<file path="src/rtl/ac_frame_seq.sv">
// rtl/ac_frame_seq.sv - loads one frame of samples into Sn RAM, then runs the
// autocorrelator engine under a watchdog and reports done/err.
module ac_frame_seq #(
  parameter int N    = 32,
  parameter int NSAM = 320,
  parameter int AW   = 9,
  parameter int TMO  = 65535
) (
  input  logic          clk,
  input  logic          rst,
  input  logic          start,
  input  logic          samp_valid,
  input  logic [N-1:0]  samp_data,
  output logic          samp_ready,
  output logic [AW-1:0] ram_addr,
  output logic [N-1:0]  ram_wdata,
  output logic          ram_wren,
  input  logic [AW-1:0] ac_addr,
  output logic          ac_rst_n,
  output logic          startac,
  input  logic          doneac,
  output logic          busy,
  output logic          done,
  output logic          err
);

  typedef enum logic [2:0] {
    S_IDLE,
    S_LOAD,
    S_FLUSH,
    S_ENG_CLR,
    S_KICK,
    S_RUN,
    S_FIN
  } state_t;

  localparam logic [AW-1:0] LAST_IDX = AW'(NSAM - 1);
  localparam logic [15:0]   WD_LAST  = 16'(TMO - 1);

  state_t        state, state_nx;
  logic [AW-1:0] wcnt;
  logic [AW-1:0] addr_q;
  logic [N-1:0]  wdata_q;
  logic          wren_q;
  logic          ac_rst_q;
  logic          startac_q;
  logic          err_q;
  logic [15:0]   wdog;
  logic          accept;
  logic          last_samp;
  logic          wdog_hit;

  assign accept    = (state == S_LOAD) && samp_valid;
  assign last_samp = accept && (wcnt == LAST_IDX);
  // wdog counts RUN cycles already elapsed, so this fires on the TMO-th RUN cycle
  assign wdog_hit  = (wdog == WD_LAST);

  always_ff @(posedge clk or negedge rst) begin
    if (!rst) begin
      state <= S_IDLE;
    end else begin
      state <= state_nx;
    end
  end

  always_comb begin
    state_nx   = state;
    samp_ready = 1'b0;
    busy       = 1'b1;
    done       = 1'b0;
    case (state)
      S_IDLE: begin
        busy = 1'b0;
        if (start) state_nx = S_LOAD;
      end
      S_LOAD: begin
        samp_ready = 1'b1;
        if (last_samp) state_nx = S_FLUSH;
      end
      S_FLUSH:   state_nx = S_ENG_CLR;
      S_ENG_CLR: state_nx = S_KICK;
      S_KICK:    state_nx = S_RUN;
      S_RUN: begin
        // doneac has priority over an expiring watchdog in the same cycle
        if (doneac) state_nx = S_FIN;
        else if (wdog_hit) state_nx = S_IDLE;
      end
      S_FIN: begin
        done     = 1'b1;
        state_nx = S_IDLE;
      end
      default: state_nx = S_IDLE;
    endcase
  end

  always_ff @(posedge clk or negedge rst) begin
    if (!rst) begin
      wcnt      <= '0;
      addr_q    <= '0;
      wdata_q   <= '0;
      wren_q    <= 1'b0;
      wdog      <= '0;
      err_q     <= 1'b0;
      ac_rst_q  <= 1'b0;
      startac_q <= 1'b0;
    end else begin
      wren_q    <= accept;
      // engine strobes are registered but decoded from the next state so they
      // line up exactly with the ENG_CLR and KICK cycles
      ac_rst_q  <= (state_nx != S_ENG_CLR);
      startac_q <= (state_nx == S_KICK);
      if (state == S_IDLE && start) begin
        wcnt  <= '0;
        err_q <= 1'b0;
      end
      if (accept) begin
        addr_q  <= wcnt;
        wdata_q <= samp_data;
        wcnt    <= wcnt + 1'b1;
      end
      if (state == S_KICK) begin
        wdog <= '0;
      end else if (state == S_RUN) begin
        wdog <= wdog + 16'd1;
      end
      if (state == S_RUN && !doneac && wdog_hit) err_q <= 1'b1;
    end
  end

  assign ram_addr  = (state == S_RUN) ? ac_addr : addr_q;
  assign ram_wdata = wdata_q;
  assign ram_wren  = wren_q;
  assign ac_rst_n  = ac_rst_q;
  assign startac   = startac_q;
  assign err       = err_q;

endmodule
</file>
<file path="config.mk">
export PLATFORM = sky130hd
export DESIGN_NAME = ac_frame_seq
export DESIGN_NICKNAME = d
export VERILOG_FILES = /design/src/rtl/ac_frame_seq.sv
export SDC_FILE = /design/constraint.sdc
export NUM_CORES = 1
export LEC_CHECK = 0
export CAP_MARGIN = 10
export CORE_UTILIZATION = 38
export CTS_CLUSTER_SIZE = 12
export DETAILED_ROUTE_END_ITERATION = 10
export HOLD_SLACK_MARGIN = 0.03
export PLACE_DENSITY_LB_ADDON = 0.12
export SYNTH_ARGS = -nofsm -noshare
export SYNTH_HDL_FRONTEND = slang
export SYNTH_SLANG_ARGS = --single-unit
</file>
<file path="constraint.sdc">
create_clock -name clk -period 4.85 [get_ports clk]
set_input_delay 1.455 -clock clk [delete_from_list [all_inputs] [get_ports clk]]
set_output_delay 1.455 -clock clk [all_outputs]
set_load 0.01 [all_outputs]
</file>
* Word level (Yosys, flattened, before mapping)
Index checks and enable logic that the tools add are counted.
W data, S select, Z words.
** Storage, ports and cells
- Bits in registers :: 73
- Input bits :: 46
- Output and inout bits :: 48
** Cells by class
- Add/sub/neg operators :: 2
- Equality and inequality tests :: 10
- Muxes and demuxes :: 15
- Reduce and logical (&&, ||, !) cells :: 10
** Operators by type and width (count)
- $mux W16 :: 2
- $mux W9 :: 3
- $pmux W3 S6 :: 1
- $add A16 B1 Y16 const B :: 1
- $eq A16 B16 Y1 const B :: 1
- $eq A3 B3 Y1 const B :: 4
- $mux W3 :: 4
- $add A9 B1 Y9 const B :: 1
- $eq A9 B9 Y1 const B :: 1
- $eq A3 B2 Y1 const B :: 2
- $reduce_bool A2 Y1 :: 3
- $logic_and A1 B1 Y1 :: 5
- $mux W1 :: 5
- $eq A3 B1 Y1 const B :: 1
- $logic_not A3 Y1 :: 1
- $ne A3 B2 Y1 const B :: 1
- $logic_not A1 Y1 :: 1

* Logic depth before layout (Yosys ltp)
Gate-level depths: netlist (run 1).
- Word-level depth :: 6
- Gate-level depth with buffers :: 7
- Depth with buffers taken out :: 6

* Worst setup path after synthesis (run 1)
No wires, ideal clock.
- Path kind :: in2out
- Start :: input ac_addr[0]
- End :: output ram_addr[0]
- Arrival :: 1.767 ns
- Required time :: 3.395 ns
- Path slack :: 1.628 ns
- Stages on the path :: 1
- Path buffers :: 0
- Path through :: mux2_1
** On the way
- Cells in the longest elaborated chain, start to end :: 1
** Ends and longest elaborated chain
- start: declaration :: RTL line 18 : input logic [AW-1:0] ac_addr,
- $mux W9 :: RTL line 130 : assign ram_addr = (state == S_RUN) ? ac_addr : addr_q;
- end: declaration :: RTL line 15 : output logic [AW-1:0] ram_addr,
No other way between the ends.

* Final worst setup path (run 1)
- Start :: input ac_addr[8]
- End :: output ram_addr[8]
Same word-level chain as after synthesis.

==> key figures, run 1 <==
Timing
  – Final hold slack: 472 ps
  – Tmin final: 4080 ps
  – Final Cycle Share: 0.842
  – Count of pins over their slew limit: 0
  – Final setup viols: 0
  – Relative slew slack: 0.338
  – Total Neg Setup Slack: 0 ps
  – Worst-margin pin slew: 994 ps
  – Final worst slack: 765 ps
  – Fmax: 245 MHz
  – Worst Skew: 4.93 ps
  – Final hold vios: 0
  – RSZ-0062 raised after global routing: no

Worst setup path
  – Slowest cell on crit path: clkdlybuf4s50_1
  – CP Capture Type: output pin
  – Crit path required time: 3390 ps
  – CP Class: in -> out
  – CP most frequent cell: clkdlybuf4s50_1
  – Critical path, cell by cell: clkdlybuf4s50_1, mux2_1, clkdlybuf4s50_1
  – Crit path launch type: input port
  – Critical path arrival: 2630 ps
  – Crit. Startpoint: ac_addr[8]
  – Worst flop-to-flop path startpoint: state[1]
  – Worst Path Max Fanout: 1
  – Critical path's largest stage delay: 490 ps

CTS
  – Clock buffer depth: 2
  – Clock Tree Root: clkbuf_8
  – CTS tree: built
  – Clock-pin slew on the worst setup and hold paths: 70 ps
  – # hold bufs at CTS: 0
  – Cts repair resizes: 0
  – Worst-skew pair later-pin latency: 340 ps
  – H-Tree Level Count: 3
  – Num CTS Buffers: 9
  – Post-CTS setup buffers: 0
  – Clk sinks: 73

Synth
  – Avg Cell Area, Syn: 8.90 sq um
  – Count of different cell masters after synthesis: 40
  – Async SR Flop Fraction: 1.00
  – Synthesis-stage register bit count: 73
  – Ys Warns: 0
  – Ys flop type: dfrtp_1
  – EDFF count, synth: 0
  – Cells after Synth: 378
  – Synthesized cell area: 3360 sq um
  – Sequential area share after synthesis: 0.543
  – Post-Syn Nets: 427

Route
  – Vias: 2870
  – WL final: 7850 microns
  – DRT antenna net count: 0
  – First-pass detailed-route iteration total: 6
  – Drt via density: 5.02
  – Iter 0 DRT Violations: 138
  – DRC: 0
  – WL/cell: 13.7 microns

Layout
  – # nets final: 511
  – Syn-to-layout area delta: 35.5%
  – N_diodes: 0
  – Share of layout cells above drive strength 1: 0.0450
  – Final Util: 0.544
  – Fill cells: 789

Min path
  – Worst Hold Class: reg -> reg
  – Hold wc startpoint: ram_wdata[29]

Status
  – Status: finished clean

Placed design
  – Number of port buffers: 93
  – DP HPWL: 5190 microns
  – Routability cong.: 0.860
  – Pre-CTS setup slack: 764 ps

Floorplan
  – Die Wd: 96.1 microns
  – I/O Pins: 94
  – Die height: 96.1 microns
  – Row Count: 33
  – Die ar.: 9230 sq um
  – Initial Util: 0.401
  – Placeable Area: 8380 sq um

Pwr
  – Sequential share of power: 0.465
  – Clk pwr share: 0.348
  – Internal Power: 1.15 mW
  – Cell area power density: 338 nW/um^2
  – NetSw: 0.392 mW
  – Leakage power: 2.11 nW
  – Maximum vdd ir drop: 0.000155 V
  – Sw Share: 0.255
  – Logic pwr share: 0.187

Global route
  – Initial antenna violation count: 0
  – Total gr overflow: 0
  – Number of global-route vias before repair: 2875
  – GRT Total Usage: 0.191
  – First-pass GRT wire length: 13400 microns
  – Pin count of the biggest net entering global routing: 74

Flow run
  – Max-cap check violation count: 0
-- power by group through the flow --
stage	logic [mW]	registers, mW	clock network [mW]
3_3_place_gp	0.288	0.724	0
5_1_grt	0.321	0.724	0.575
6_report	0.288	0.716	0.535
3_5_place_dp	0.292	0.726	0
2_1_floorplan	0.104	0.733	0
4_1_cts	0.293	0.716	0.553
-- placed cells by master, fill, tap and decap left out, types with 9 or more instances in the layout --
cell type,netlist,layout
o21ai_1,19,19
nand4_1,10,10
nor3_1,10,10
nand2_1,152,152
clkbuf_8,0,11
mux2_1,9,9
dfrtp_1,73,73
nand3_1,12,12
nor2_1,15,15
clkdlybuf4s50_1,0,92
-- Yosys cell counts (2+ instances only) --
master    instances  area share
nor3_1           10       0.015
nor4_1            2      0.0037
and3_1            5      0.0093
buf_6             2      0.0067
a21oi_1           3      0.0045
buf_2             9       0.013
or4_1             3      0.0067
o21ai_1          19       0.028
nand4_1          10       0.019
nand3_1          12       0.018
clkbuf_1         10       0.011
mux2i_1           4       0.012
nor2_1           15       0.017
inv_2             2      0.0022
o31ai_1           6       0.013
inv_1             4      0.0045
mux2_1            9       0.030
ha_1              3       0.011
dfrtp_1          73        0.54
a221o_1           3      0.0089
nand2_1         152        0.17
a22o_1            4       0.010
-- flip-flops by register name (all words and copies together) (netlist names) --
register,flops
ram_wdata,32
wdog,16
addr_q,9
wcnt,9
state,3
ac_rst_n,1
err,1
ram_wren,1
startac,1
-- through the flow --
stage               total power, mW  cells  instance area (sq um)
floorplan                     0.838    378                   3360
global placement               1.01    556                   4340
detailed placement             1.02    556                   4340
CTS                            1.56    572                   4560
global route                   1.62    572                   4560
finish                         1.54    572                   4560
-- worst paths after layout --
check                                     end  slack, ps  cells past startpoint
worst max register to register        wdog[9]       2720                      4
worst max-delay path              ram_addr[8]        770                      3
min in group asynchronous        ram_wdata[2]       1250                      1
worst min-delay path            ram_wdata[29]        470                      2
worst min register to register  ram_wdata[29]        470                      2
max in group asynchronous           addr_q[3]       3020                      1
-- cell families (layout without fill, tap and decap cells) --
group / Yosys count / count (layout) / synth area share
flops: 73 / 73 / 0.543
compound gates: 45 / 45 / 0.0893
mux: 13 / 13 / 0.0420
fa+ha+maj: 3 / 3 / 0.0112
simple gates: 216 / 216 / 0.276
buf+inv: 28 / 117 / 0.0390
-- worst max-delay path, delay by kind of cell --
family / cells / cell delay, ps
mux: 1 / 290
buf+inv: 2 / 890
-- layout make-up --
type,instances,area (sq um),area share
multi-input cells,277,1410,0.310
inverters,6,22.5,0.00494
clock buffers,14,163,0.0357
clock inverters,2,60.1,0.0132
repair buffers,95,943,0.207
flip-flops and latches,73,1830,0.401
well taps,105,131,0.0288
-- metal layers --
metal | track usage | share of wire | up-vias
met5 | 0 | 0 | -
met4 | 0.0684 | 0.010 | 0
met3 | 0.0782 | 0.087 | 9
met2 | 0.297 | 0.44 | 85
met1 | 0.238 | 0.46 | 1337
li1 | - | - | 1439
No activity file was read; power rests on OpenSTA's default activity.
==> inputs of run 2 (changes only) <==
clock period = 3.8 ns   (was 4.85 ns; I/O delays follow)
==> key figures, run 2 (synthesis results as in run 1) <==
Route
  – DRC: 0 (unchanged)
  – First-pass detailed-route iteration total: 5 (-1)
  – Iter 0 DRT Violations: 141 (+2.2%)
  – WL final: 7810 microns (-0.46%)
  – DRT antenna net count: 0 (unchanged)
  – WL/cell: 13.6 microns (-0.63%)
  – Vias: 2887 (+0.59%)
  – Drt via density: 5.04 (+0.42%)

Worst setup path
  – Critical path's top delay family: buffers and inverters
  – Crit. Startpoint: ac_addr[3]
  – Worst Path Max Fanout: 1 (unchanged)
  – Reg-to-reg critical path endpoint: wdog[10]
  – CP most frequent cell: clkdlybuf4s50_1
  – CP Buf/Inv Count: 2 (unchanged)
  – Worst reg2reg setup slack: 1660 ps (-1060 ps)
  – Slowest cell on crit path: clkdlybuf4s50_1
  – Worst flop-to-flop path startpoint: state[1]
  – Critical path's largest stage delay: 480 ps (about the same)
  – Critical path arrival: 2310 ps (-320 ps)
  – Crit path required time: 2660 ps (-730 ps)
  – Crit path launch type: input port
  – Worst reg2reg path depth: 4 (unchanged)
  – CP Class: in -> out
  – CP Capture Type: output pin
  – Critical path, cell by cell: clkdlybuf4s50_1, mux2_1, clkdlybuf4s50_1

Layout
  – Area taken by multi-input logic gates: 1410 sq um (unchanged)
  – # nets final: 513 (+0.39%)
  – Share of layout cells above drive strength 1: 0.0534 (+0.00845)
  – FF/Latch Area: 1830 sq um (unchanged)
  – Max reg flops: 32 (unchanged)
  – Most common cell after layout, fill and taps aside: nand2_1
  – Syn-to-layout area delta: 35.8%
  – Fin area: 4570 sq um (+0.22%)
  – Commonest non-fill, non-tap cells in the layout: 152 x nand2_1, 92 x clkdlybuf4s50_1, 73 x dfrtp_1, 19 x o21ai_1, 15 x nor2_1
  – N_diodes: 0 (unchanged)
  – Fill cells: 764 (-3.2%)

Placed design
  – Routability cong.: 0.859 (-0.12%)
  – Number of port buffers: 93 (unchanged)
  – Dpl cell area: 4350 sq um (+0.35%)
  – DP HPWL: 5170 microns (-0.50%)
  – Pre-CTS setup slack: 333 ps (-430 ps)

Floorplan
  – Row Count: 33 (unchanged)
  – Placeable Area: 8380 sq um (unchanged)
  – I/O Pins: 94 (unchanged)
  – Initial Util: 0.401 (unchanged)
  – Die height: 96.1 microns (unchanged)
  – Die ar.: 9230 sq um (unchanged)
  – Die Wd: 96.1 microns (unchanged)

CTS
  – Post-CTS setup buffers: 0 (unchanged)
  – Cts repair resizes: 0 (unchanged)
  – Worst-skew pair later-pin latency: 330 ps (about the same)
  – Clock buffer depth: 2 (unchanged)
  – Clk sinks: 73 (unchanged)
  – Clock-pin slew on the worst setup and hold paths: 80 ps (about the same)
  – H-Tree Level Count: 3 (unchanged)
  – # hold bufs at CTS: 0 (unchanged)
  – Num CTS Buffers: 9 (unchanged)
  – CTS tree: built
  – Clock Tree Root: clkbuf_8

Global route
  – Pin count of the biggest net entering global routing: 74 (unchanged)
  – Total gr overflow: 0 (unchanged)
  – Number of global-route vias before repair: 2923 (+1.7%)
  – GRT Total Usage: 0.192 (+0.000734)
  – Initial antenna violation count: 0 (unchanged)
  – First-pass GRT wire length: 13600 microns (+1.3%)

Timing
  – Total Neg Setup Slack: 0 ps (unchanged)
  – Fmax: 290 MHz
  – Worst-margin pin slew: 951 ps (-42.8 ps)
  – Relative slew slack: 0.366 (+0.0285)
  – RSZ-0062 raised after global routing: no
  – Final Cycle Share: 0.908
  – Final worst slack: 350 ps (-416 ps)
  – Tmin final: 3450 ps
  – Count of pins over their slew limit: 0 (unchanged)
  – Final hold vios: 0 (unchanged)
  – Final setup viols: 0 (unchanged)
  – Worst Skew: 7.09 ps (+2.16 ps)

Status
  – Status: finished clean

Pwr
  – Tot Pwr: 1.94 mW (+26%)
  – Cell area power density: 426 nW/um^2 (+26%)
  – Maximum vdd ir drop: 0.000177 V (+14%)
  – Leakage power: 2.11 nW (about the same)

Min path
  – Hold path depth: 2 (unchanged)
  – Hold wc startpoint: addr_q[0]
  – Worst Hold Class: reg -> reg
  – Hold Path End: addr_q[0]

Flow run
  – Max-cap check violation count: 0 (unchanged)
==> run 2: cell types whose count changed in the layout (fill, tap and decap cells not counted) <==
cell / before / now
clkbuf_1: 3 / 0
clkinvlp_4: 0 / 2
clkbuf_8: 11 / 10
clkinv_2: 0 / 1
buf_4: 3 / 5
==> run 2: worst max-delay path by stage <==
| stage | slack (ps) | cells after the start | to |
|---|---|---|---|
| 2_1_floorplan | 1210 | 1 | ram_addr[0] |
| 3_3_place_gp | 380 | 3 | ram_addr[0] |
| 3_5_place_dp | 330 | 3 | ram_addr[3] |
| 4_1_cts | 330 | 3 | ram_addr[3] |
| 5_1_grt | 220 | 5 | ram_addr[8] |
| 6_report | 350 | 3 | ram_addr[3] |
==> run 2: area by class of cell <==
class	count	share of cell area
well taps	105	0.0288
clock inverters	5	0.0175
multi-input cells	277	0.309
clock buffers	10	0.0301
flip-flops and latches	73	0.400
inverters	6	0.00493
repair buffers	97	0.210
==> run 2: worst reg2reg max path: stages (launching register included) <==
cell      delay (ps)
dfrtp_1          490
nand2b_1         630
or4_1            690
o21ai_1          140
a22o_1           140
==> run 2: power breakdown <==
part	switching [mW]	internal [mW]	leakage (nW)	total (mW)
clock network	0.281	0.383	0.104	0.664
registers	0.0588	0.855	0.944	0.914
logic	0.166	0.200	1.07	0.366
==> run 2: per-stage QoR <==
step	util	hold slack, ps	instances
after global routing	0.545	504	573
after detailed placement	0.519	461	558
after floorplan	-	442	378
final	0.545	477	573
after global placement	0.519	457	558
after CTS	0.545	480	573
==> run 2: metal layers <==
metal / global-route usage / routed length, microns
met4: 0.0634 / 57
met3: 0.0616 / 596
met5: 0 / 0
met2: 0.303 / 3480
met1: 0.248 / 3680
